[src/rtl/pe_out_pool_reader.sv]
// pe_out_pool_reader
//   Reading end of the pe2row FIFO interface. Drains PE output words and
//   applies 2x2 / stride-2 signed max pooling. Even input rows are reduced
//   horizontally into a one-row line buffer. Odd input rows are reduced
//   horizontally, combined with the buffered even row, and queued for the
//   next layer's row-buffer writer.
//
// Ports
//   clk, rstn                 clock, async active-low reset
//   start                     frame start pulse (accepted in IDLE only)
//   pe2row_data_valid         FIFO non-empty
//   pe2row_fifo_array1_rden   FIFO read strobe (data returns next cycle)
//   fifo_array1_dataout       FIFO read data, LANES pixels
//   pe2row_ready              reader actively consuming rows
//   pool_data/valid/ready     pooled word handshake, LANES/2 pixels
//   pool_row/col/channel      coordinates of the pooled word
//   busy, done                frame in progress / frame complete pulse

// One output lane: horizontal max of an input pixel pair, then vertical max
// against the matching lane of the buffered even row.
module pe_pool_lane #(
  parameter int DW = 8
) (
  input  logic signed [DW-1:0] a,
  input  logic signed [DW-1:0] b,
  input  logic signed [DW-1:0] prev,
  output logic signed [DW-1:0] hmax,
  output logic signed [DW-1:0] vmax
);
  always_comb begin
    hmax = (a > b) ? a : b;
    vmax = (hmax > prev) ? hmax : prev;
  end
endmodule

module pe_out_pool_reader #(
  parameter int DATA_WIDTH = 8,
  parameter int LANES      = 8,
  parameter int WORDS      = 4,
  parameter int H_IN       = 32,
  parameter int CHANNELS   = 256,
  parameter int ROW_WIDTH  = 10
) (
  input  logic                              clk,
  input  logic                              rstn,
  input  logic                              start,
  input  logic                              pe2row_data_valid,
  output logic                              pe2row_fifo_array1_rden,
  input  logic [LANES*DATA_WIDTH-1:0]       fifo_array1_dataout,
  output logic                              pe2row_ready,
  output logic [LANES/2*DATA_WIDTH-1:0]     pool_data,
  output logic                              pool_valid,
  input  logic                              pool_ready,
  output logic [ROW_WIDTH-1:0]              pool_row,
  output logic [ROW_WIDTH-1:0]              pool_col,
  output logic [ROW_WIDTH-1:0]              pool_channel,
  output logic                              busy,
  output logic                              done
);

  localparam int HL = LANES / 2;
  localparam int PW = HL * DATA_WIDTH;
  localparam int WW = (WORDS > 1)    ? $clog2(WORDS)    : 1;
  localparam int YW = (H_IN > 1)     ? $clog2(H_IN)     : 1;
  localparam int CW = (CHANNELS > 1) ? $clog2(CHANNELS) : 1;

  localparam logic [WW-1:0] W_LAST = WW'(WORDS - 1);
  localparam logic [YW-1:0] Y_LAST = YW'(H_IN - 1);
  localparam logic [CW-1:0] C_LAST = CW'(CHANNELS - 1);

  typedef enum logic [1:0] {S_IDLE, S_EVEN, S_ODD, S_FLUSH} state_t;

  typedef struct packed {
    logic [PW-1:0]        data;
    logic [ROW_WIDTH-1:0] row;
    logic [ROW_WIDTH-1:0] col;
    logic [ROW_WIDTH-1:0] ch;
  } q_ent_t;

  // ---------------------------------------------------------------------
  // State
  // ---------------------------------------------------------------------
  state_t          state_q, state_d;

  // read-side counters: position of the next word to be read
  logic [WW-1:0]   w_q, w_d;
  logic [YW-1:0]   y_q, y_d;
  logic [CW-1:0]   c_q, c_d;

  // snapshot of the read in flight; the data arrives one cycle after rden
  logic            inflight_q, inflight_d;
  logic            odd_s_q, odd_s_d;
  logic [WW-1:0]   w_s_q, w_s_d;
  logic [YW-1:0]   y_s_q, y_s_d;
  logic [CW-1:0]   c_s_q, c_s_d;

  logic [WORDS-1:0][PW-1:0] line_buf_q, line_buf_d;

  // 2-entry output queue
  q_ent_t          q_mem_q [2];
  q_ent_t          q_mem_d [2];
  logic            wp_q, wp_d;
  logic            rp_q, rp_d;
  logic [1:0]      q_cnt_q, q_cnt_d;

  logic            rden;
  logic            push;
  logic            pop;
  logic            w_last;
  logic            last_row;
  logic [2:0]      odd_room;

  logic [PW-1:0]   hmax;
  logic [PW-1:0]   vmax;
  logic [PW-1:0]   prev_row;

  // ---------------------------------------------------------------------
  // Datapath: per-lane pooling
  // ---------------------------------------------------------------------
  assign prev_row = line_buf_q[w_s_q];

  for (genvar j = 0; j < HL; j++) begin : g_lane
    pe_pool_lane #(.DW(DATA_WIDTH)) u_lane (
      .a    (fifo_array1_dataout[(2*j)*DATA_WIDTH   +: DATA_WIDTH]),
      .b    (fifo_array1_dataout[(2*j+1)*DATA_WIDTH +: DATA_WIDTH]),
      .prev (prev_row[j*DATA_WIDTH +: DATA_WIDTH]),
      .hmax (hmax[j*DATA_WIDTH +: DATA_WIDTH]),
      .vmax (vmax[j*DATA_WIDTH +: DATA_WIDTH])
    );
  end

  // ---------------------------------------------------------------------
  // Handshake helpers
  // ---------------------------------------------------------------------
  assign pool_valid = (q_cnt_q != 2'd0);
  assign pop        = pool_valid && pool_ready;
  assign push       = inflight_q && odd_s_q;
  assign w_last     = (w_q == W_LAST);
  assign last_row   = (y_q == Y_LAST) && (c_q == C_LAST);

  // Queue slots still claimable for odd-row reads: whatever is queued after
  // this cycle's pop plus the read already in flight. Keeps the 2-entry
  // queue from ever overflowing without a skid buffer.
  assign odd_room = {1'b0, q_cnt_q} - {2'b00, pop} + {2'b00, inflight_q};

  // ---------------------------------------------------------------------
  // FSM: state register
  // ---------------------------------------------------------------------
  always_ff @(posedge clk or negedge rstn) begin
    if (!rstn) state_q <= S_IDLE;
    else       state_q <= state_d;
  end

  // FSM: next state
  always_comb begin
    state_d = state_q;
    case (state_q)
      S_IDLE:  if (start) state_d = S_EVEN;
      S_EVEN:  if (rden && w_last) state_d = S_ODD;
      S_ODD:   if (rden && w_last) state_d = last_row ? S_FLUSH : S_EVEN;
      S_FLUSH: if (!inflight_q && (q_cnt_q == 2'd0)) state_d = S_IDLE;
      default: state_d = S_IDLE;
    endcase
  end

  // FSM: outputs
  always_comb begin
    rden         = 1'b0;
    pe2row_ready = 1'b0;
    busy         = (state_q != S_IDLE);
    done         = 1'b0;
    case (state_q)
      S_EVEN: begin
        rden         = pe2row_data_valid;
        pe2row_ready = 1'b1;
      end
      S_ODD: begin
        rden         = pe2row_data_valid && (odd_room < 3'd2);
        pe2row_ready = 1'b1;
      end
      S_FLUSH: done = !inflight_q && (q_cnt_q == 2'd0);
      default: ;
    endcase
  end

  assign pe2row_fifo_array1_rden = rden;

  // ---------------------------------------------------------------------
  // Read counters and in-flight snapshot
  // ---------------------------------------------------------------------
  always_comb begin
    w_d        = w_q;
    y_d        = y_q;
    c_d        = c_q;
    w_s_d      = w_s_q;
    y_s_d      = y_s_q;
    c_s_d      = c_s_q;
    odd_s_d    = odd_s_q;
    inflight_d = rden;
    if ((state_q == S_IDLE) && start) begin
      w_d = '0;
      y_d = '0;
      c_d = '0;
    end else if (rden) begin
      w_s_d   = w_q;
      y_s_d   = y_q;
      c_s_d   = c_q;
      odd_s_d = (state_q == S_ODD);
      if (w_last) begin
        w_d = '0;
        if (y_q == Y_LAST) begin
          y_d = '0;
          c_d = (c_q == C_LAST) ? '0 : c_q + CW'(1);
        end else begin
          y_d = y_q + YW'(1);
        end
      end else begin
        w_d = w_q + WW'(1);
      end
    end
  end

  always_ff @(posedge clk or negedge rstn) begin
    if (!rstn) begin
      w_q        <= '0;
      y_q        <= '0;
      c_q        <= '0;
      w_s_q      <= '0;
      y_s_q      <= '0;
      c_s_q      <= '0;
      odd_s_q    <= 1'b0;
      inflight_q <= 1'b0;
    end else begin
      w_q        <= w_d;
      y_q        <= y_d;
      c_q        <= c_d;
      w_s_q      <= w_s_d;
      y_s_q      <= y_s_d;
      c_s_q      <= c_s_d;
      odd_s_q    <= odd_s_d;
      inflight_q <= inflight_d;
    end
  end

  // ---------------------------------------------------------------------
  // Line buffer: even-row horizontal maxima, no reset needed
  // ---------------------------------------------------------------------
  always_comb begin
    line_buf_d = line_buf_q;
    if (inflight_q && !odd_s_q) line_buf_d[w_s_q] = hmax;
  end

  always_ff @(posedge clk) begin
    line_buf_q <= line_buf_d;
  end

  // ---------------------------------------------------------------------
  // Output queue
  // ---------------------------------------------------------------------
  always_comb begin
    q_mem_d = q_mem_q;
    wp_d    = wp_q;
    rp_d    = rp_q;
    if (push) begin
      q_mem_d[wp_q].data = vmax;
      q_mem_d[wp_q].row  = ROW_WIDTH'(y_s_q) >> 1;
      q_mem_d[wp_q].col  = ROW_WIDTH'(w_s_q);
      q_mem_d[wp_q].ch   = ROW_WIDTH'(c_s_q);
      wp_d = ~wp_q;
    end
    if (pop) rp_d = ~rp_q;
    q_cnt_d = q_cnt_q + {1'b0, push} - {1'b0, pop};
  end

  // Storage is reset as well so the head fields read zero out of reset.
  always_ff @(posedge clk or negedge rstn) begin
    if (!rstn) begin
      for (int i = 0; i < 2; i++) q_mem_q[i] <= '0;
      wp_q    <= 1'b0;
      rp_q    <= 1'b0;
      q_cnt_q <= 2'd0;
    end else begin
      q_mem_q <= q_mem_d;
      wp_q    <= wp_d;
      rp_q    <= rp_d;
      q_cnt_q <= q_cnt_d;
    end
  end

  assign pool_data    = q_mem_q[rp_q].data;
  assign pool_row     = q_mem_q[rp_q].row;
  assign pool_col     = q_mem_q[rp_q].col;
  assign pool_channel = q_mem_q[rp_q].ch;

endmodule

[config.mk]
export PLATFORM = sky130hd
export DESIGN_NAME = pe_out_pool_reader
export DESIGN_NICKNAME = d
export VERILOG_FILES = /design/src/rtl/pe_out_pool_reader.sv
export SDC_FILE = /design/constraint.sdc
export NUM_CORES = 1
export LEC_CHECK = 0
export CAP_MARGIN = 20
export CORE_MARGIN = 4
export CORE_UTILIZATION = 40
export DETAILED_ROUTE_END_ITERATION = 7
export SLEW_MARGIN = 10
export SYNTH_ARGS = -nofsm -noshare
export SYNTH_HDL_FRONTEND = slang
export SYNTH_SLANG_ARGS = --single-unit
[constraint.sdc]
create_clock -name clk -period 5.08 [get_ports clk]
set_input_delay 0.508 -clock clk [delete_from_list [all_inputs] [get_ports clk]]
set_output_delay 0.508 -clock clk [all_outputs]
set_load 0.01 [all_outputs]
# After elaboration in Yosys (flattened, before gate mapping)
# Cells that the tools add are included.
dict set report word_totals {
  regBits 290
  in_bits 69
  out_inout_bits 67
  word_cells 133
}
dict set report classes {
  add_sub_neg 7
  magnitude_cmp 14
  n_eq_ne 10
  muxes 49
  bitwise_logic 5
  n_reduce_logical 24
}
# op count
set op_table {}
lappend op_table {{$bwmux 124} 4}
lappend op_table {{$demux 62 s1} 4}
lappend op_table {{$mux 62} 4}
lappend op_table {{$bwmux 128} 1}
lappend op_table {{$mux 8} 13}
lappend op_table {{$bmux 32 s2} 1}
lappend op_table {{$demux 32 s2} 1}
lappend op_table {{$gt 8x8->1} 8}
lappend op_table {{$mux 32} 2}
lappend op_table {{$mux 30} 1}
lappend op_table {{$mux 20} 1}
lappend op_table {{$mux 5} 4}
lappend op_table {{$mux 2} 8}
lappend op_table {{$logic_and 1x1->1} 10}
lappend op_table {{$mux 10} 1}
lappend op_table {{$reduce_bool 2->1} 5}
lappend op_table {{$add 8x1->8 const B} 1}
lappend op_table {{$eq 8x8->1 const B} 1}
lappend op_table {{$ne 2x2->1 const B} 4}
lappend op_table {{$pmux 2 s4} 1}
lappend op_table {{$eq 2x2->1 const B} 3}
lappend op_table {{$add 5x1->5 const B} 1}
lappend op_table {{$eq 5x5->1 const B} 1}
lappend op_table {{$ge 2x2->1 const B} 2}
lappend op_table {{20 further kinds} 27}

# Depth between registers and ports, before layout
dict set report depth {
  word_depth 10
  mapped_depth 17
  ltp_nobuf 15
}

# Modules after synthesis
# From an unflattened synthesis, not the netlist that was laid out.
dict set report hier_totals {
  cells_unflattened 1009
  hier_area_um2 13340.3
}
# mod instances cells_per_inst area_per_inst_um2
set modules_own_cells {}
lappend modules_own_cells {pe_out_pool_reader 1 609 10617.7}
lappend modules_own_cells {{pe_pool_lane (g_lane[0].u_lane ...)} 2 100 714.4}
lappend modules_own_cells {{pe_pool_lane (g_lane[2].u_lane ...)} 2 100 646.9}

# Worst setup path before layout
# OpenSTA, ideal clock, no wires.
dict set report synth_path {
  kind {flip-flop to flip-flop}
  startpoint {register w_s_q[0] (netlist name)}
  endpoint {register line_buf_q[0] in the netlist's numbering, enable pin}
  setup_time_ns 0.468
  arrival_time_ns 3.262
  t_required_ns 4.612
  slack_ns 1.350
  stages_incl_launch_ff 4
  path_buffers 2
  period_less_slack_ns 3.730
  path_cell_list {dfrtp_1 buf_2 clkbuf_1 nor3b_1}
}
# item line
set synth_lines {}
lappend synth_lines {{end signal: assignment} 254} ;# line_buf_q <= line_buf_d;
lappend synth_lines {{end: declaration} 97} ;# logic [WORDS-1:0][PW-1:0] line_buf_q, line_buf_d;

# Worst setup path in the final report
dict set report layout_path {
  startpoint {input port fifo_array1_dataout[63]}
  endpoint {register q_mem_q[61] in the netlist's numbering}
}
dict set report layout_between {
  elab_chain_len 8
}
# item line
set layout_rtl {}
lappend layout_rtl {{start: declaration} 49} ;# input logic [LANES*DATA_WIDTH-1:0] fifo_array1_dataout,
lappend layout_rtl {{$gt 8x8->1} 31} ;# hmax = (a > b) ? a : b;
lappend layout_rtl {{$mux 8 *} 31}
lappend layout_rtl {{via g_lane[3].u_lane.hmax[7]} 27} ;# output logic signed [DW-1:0] hmax,
lappend layout_rtl {{$gt 8x8->1} 32} ;# vmax = (hmax > prev) ? hmax : prev;
lappend layout_rtl {{$mux 8 *} 32}
lappend layout_rtl {{$bwmux 124 *} 265} ;# q_mem_d[wp_q].data = vmax;
lappend layout_rtl {{$bwmux 124 *} 266} ;# q_mem_d[wp_q].row = ROW_WIDTH'(y_s_q) >> 1;
lappend layout_rtl {{$bwmux 124 *} 267} ;# q_mem_d[wp_q].col = ROW_WIDTH'(w_s_q);
lappend layout_rtl {{$bwmux 124 *} 268} ;# q_mem_d[wp_q].ch = ROW_WIDTH'(c_s_q);
lappend layout_rtl {{end signal: assignment} 283} ;# q_mem_q <= q_mem_d;
lappend layout_rtl {{end: declaration} 100} ;# q_ent_t q_mem_q [2];
# The timed path passes the listed nets; every way through them passes the cells marked *.
# A chain may end at the register's enable or synchronous reset.

==> results_dict.tcl <==
set metrics [dict create \
    status "finished clean" \
    grt_util_met1 0.236 \
    die_y_um 191 \
    ys_ff_latch 257 \
    cts_setup_buffers 0 \
    dp_hpwl_um 20800 \
    yosysWarnings 0 \
    core_area_um2 32800 \
    ys_seq_area_frac 0.528 \
    skew_ps 19.3 \
    cts_max_path_buffers 3 \
    initialDrtViolationCount 429 \
    rsz0062_at_grt "false" \
    synth.area.top_cells "edfxtp_1 (29%), dfrtp_1 (24%), ha_1 (7.1%)" \
    syn_inst 1126 \
    synth_flop_cell "dfrtp_1" \
    fin_crit_sh 0.861 \
    rr_startpoint "w_s_q[0]" \
    use_met2 0.264 \
    dieArea_um2 36500 \
    start_util 0.409 \
    crit_path_top_delay_cell "clkdlybuf4s50_1" \
    postRouteAntennaNets 0 \
    r2r_cells 9 \
    syn_to_final_growth_pct 19.0 \
    pin_count 136 \
    arrival_ps 4730 \
    endpoint_kind "register" \
    crit_fanout 14 \
    worstReg2RegEnd "q_mem_q[45]" \
    overflow 0 \
    drv_cap 0 \
    nets 1395 \
    rows 66 \
    via_per_inst 5.23 \
    cts_hold_buf 1 \
    pre_cts_slack_ps 175 \
    cts.sinks 257 \
    finalSetupViolations 0 \
    globalRoute.busiestLayer "met2" \
    worstSetupPathType "input pin to register" \
    yosysTopAreaCellShare 0.287 \
    worst_setup_path_start_kind "input pin" \
    p_leak_nw 6.66 \
    multi_input_area_um2 5700 \
    register_area_um2 7080 \
    wl_um 29800 \
    final_core_util 0.487 \
    gr-usage-met3 0.0186 \
    fillCellCount 2945 \
    cts_tree "yes" \
    fmax_ghz 0.229 \
    synth_area_leader_cell "edfxtp_1" \
    slowest_delay_ps 510 \
    cts_resized 0 \
    grt_pass1_vias 9236 \
    fp.dieW_um 191 \
    slew_violations 0 \
    grt_pass1_wl_um 48600 \
    clk_pin_slew_ps 60 \
    numCtsBuffers 27 \
    portBuffers 119 \
    clock_latency_ps 530 \
    hold-worst-slack_ps 446 \
    path_buf_inv 2 \
    drc 0 \
    worst_ep_required_time_ps 5440 \
    r2r_slack_ps 1350 \
    slew_headroom 0.356 \
    htree_levels 1 \
    cpLargestDelayFamily "compound AO/OA/AOI/OAI gates" \
    place_congestion 0.832 \
    layout-drive-gt1-share 0.150 \
    synth_cell_type_count 75 \
    tightest_slew_ps 966 \
    routedWlPerCell_um 17.4 \
    antenna_found_initial 0 \
    hold_class "input pin to async pin" \
    synth.avg_cell_area_um2 11.9 \
    power_mw 7.74 \
    antenna_cells 0 \
    synth_edf_count 128 \
    drt_pass1_iterations 5 \
    power_density_nw_per_um2 485 \
    clockRootBuffer "clkbuf_16" \
    tns_ps 0 \
    layout_min_cycle_time_ps 4370 \
    track_usage 0.162 \
    vias 8957 \
    async_reset_ff_frac 0.502 \
    fin_ws_ps 706 \
    worst_ir_drop_vdd_mv 0.285 \
    syn_area_um2 13400 \
    hold_viol_final 0 \
    grt_max_degree 61 \
    crit_chain "clkdlybuf4s50_1, inv_1, ha_1, nand4_2, or3_1, and2_1, a211oi_2, a31oi_1, ha_1, or3b_1, a211oi_1, a211o_1, a311o_1, a31oi_1" \
]
[synthesized netlist by cell type, types with 3 or more instances]
library cell and instances:
edfxtp_1 128, a31oi_1 23, o21bai_1 16, dfrtp_1 129
buf_4 17, mux2_2 60, and2_1 7, mux4_2 32
a211oi_2 7, xnor2_1 4, a2bb2oi_1 18, buf_1 3
mux2i_1 20, o21ai_1 19, a311o_1 6, nand2b_1 4
clkbuf_1 32, nand4_1 6, and3_1 5, nor2b_1 7
nor3_1 4, inv_1 101, a21o_1 18, nand3_1 20
o22ai_1 4, mux2_1 10, nor2_1 33, xor2_1 5
o21ai_0 12, a21oi_1 20, a211oi_1 4, nand2_1 180
o31ai_1 31, ha_1 76, buf_2 9
[area by class of cell]
cell class                      count  share of cell area
Sequential cell                   257               0.444
Multi-Input combinational cell    719               0.357
Timing Repair Buffer              142              0.0875
Clock buffer                       35              0.0449
Tap cell                          442              0.0347
Inverter                          102              0.0241
Clock inverter                     15             0.00831
[cell usage in the layout, fill, tap and decap left out, types with 18 or more instances in the layout]
master	n
inv_1	101
a21oi_1	20
ha_1	76
edfxtp_1	128
o21ai_1	19
o31ai_1	31
mux4_2	32
mux2i_1	20
mux2_2	60
a2bb2oi_1	18
nor2_1	31
nand2_1	180
clkdlybuf4s50_1	118
dfrtp_1	126
clkbuf_16	27
nand3_1	19
buf_4	21
a31oi_1	23
a21o_1	18
[how the worst max path moves through the flow]
stage	depth (start not counted)	start	end
floorplan	3	w_s_q[0]	line_buf_q[0]
global placement	14	fifo_array1_dataout[63]	q_mem_q[61]
detailed placement	14	fifo_array1_dataout[63]	q_mem_q[61]
CTS	14	fifo_array1_dataout[63]	q_mem_q[60]
global route	14	fifo_array1_dataout[63]	q_mem_q[61]
finish	14	fifo_array1_dataout[63]	q_mem_q[61]
[logic make-up after synthesis]
family,synth area share
flip-flops,0.528
other,0.000280
AND/OR/NAND/NOR,0.0968
XOR/XNOR,0.00588
multiplexers,0.128
AO/OA/AOI/OAI,0.116
adder cells (fa/ha/maj),0.0725
buffers and inverters,0.0530
[stage by stage]
step	cell area, µm²	std cells
global placement	15000	1659
finish	16000	1712
detailed placement	15100	1660
global route	16000	1712
floorplan	13500	1141
CTS	15900	1711
[report_power, final]
group | switching, mW | total [mW] | internal [mW]
Sequential | 0.315 | 2.89 | 2.57
Clock | 0.795 | 1.89 | 1.10
Combinational | 1.47 | 2.96 | 1.49
[registers in the layout (all words and copies together) (netlist names)]
name,flops
w_q,2
y_q,5
line_buf_q,128
c_s_q,8
wp_q,1
q_cnt_q,2
q_mem_q,92
rp_q,1
w_s_q,2
y_s_q,4
c_q,8
state_q,2
inflight_q,1
odd_s_q,1
[routing by layer]
metal / part of all wire / up-vias / wire length (µm)
met2: 0.46 / 182 / 13800
li1: - / 4315 / -
met4: 0.017 / 0 / 510
met5: 0 / - / 0
met1: 0.48 / 4417 / 14300
met3: 0.040 / 43 / 1200
(Power assumes the default switching activity.)
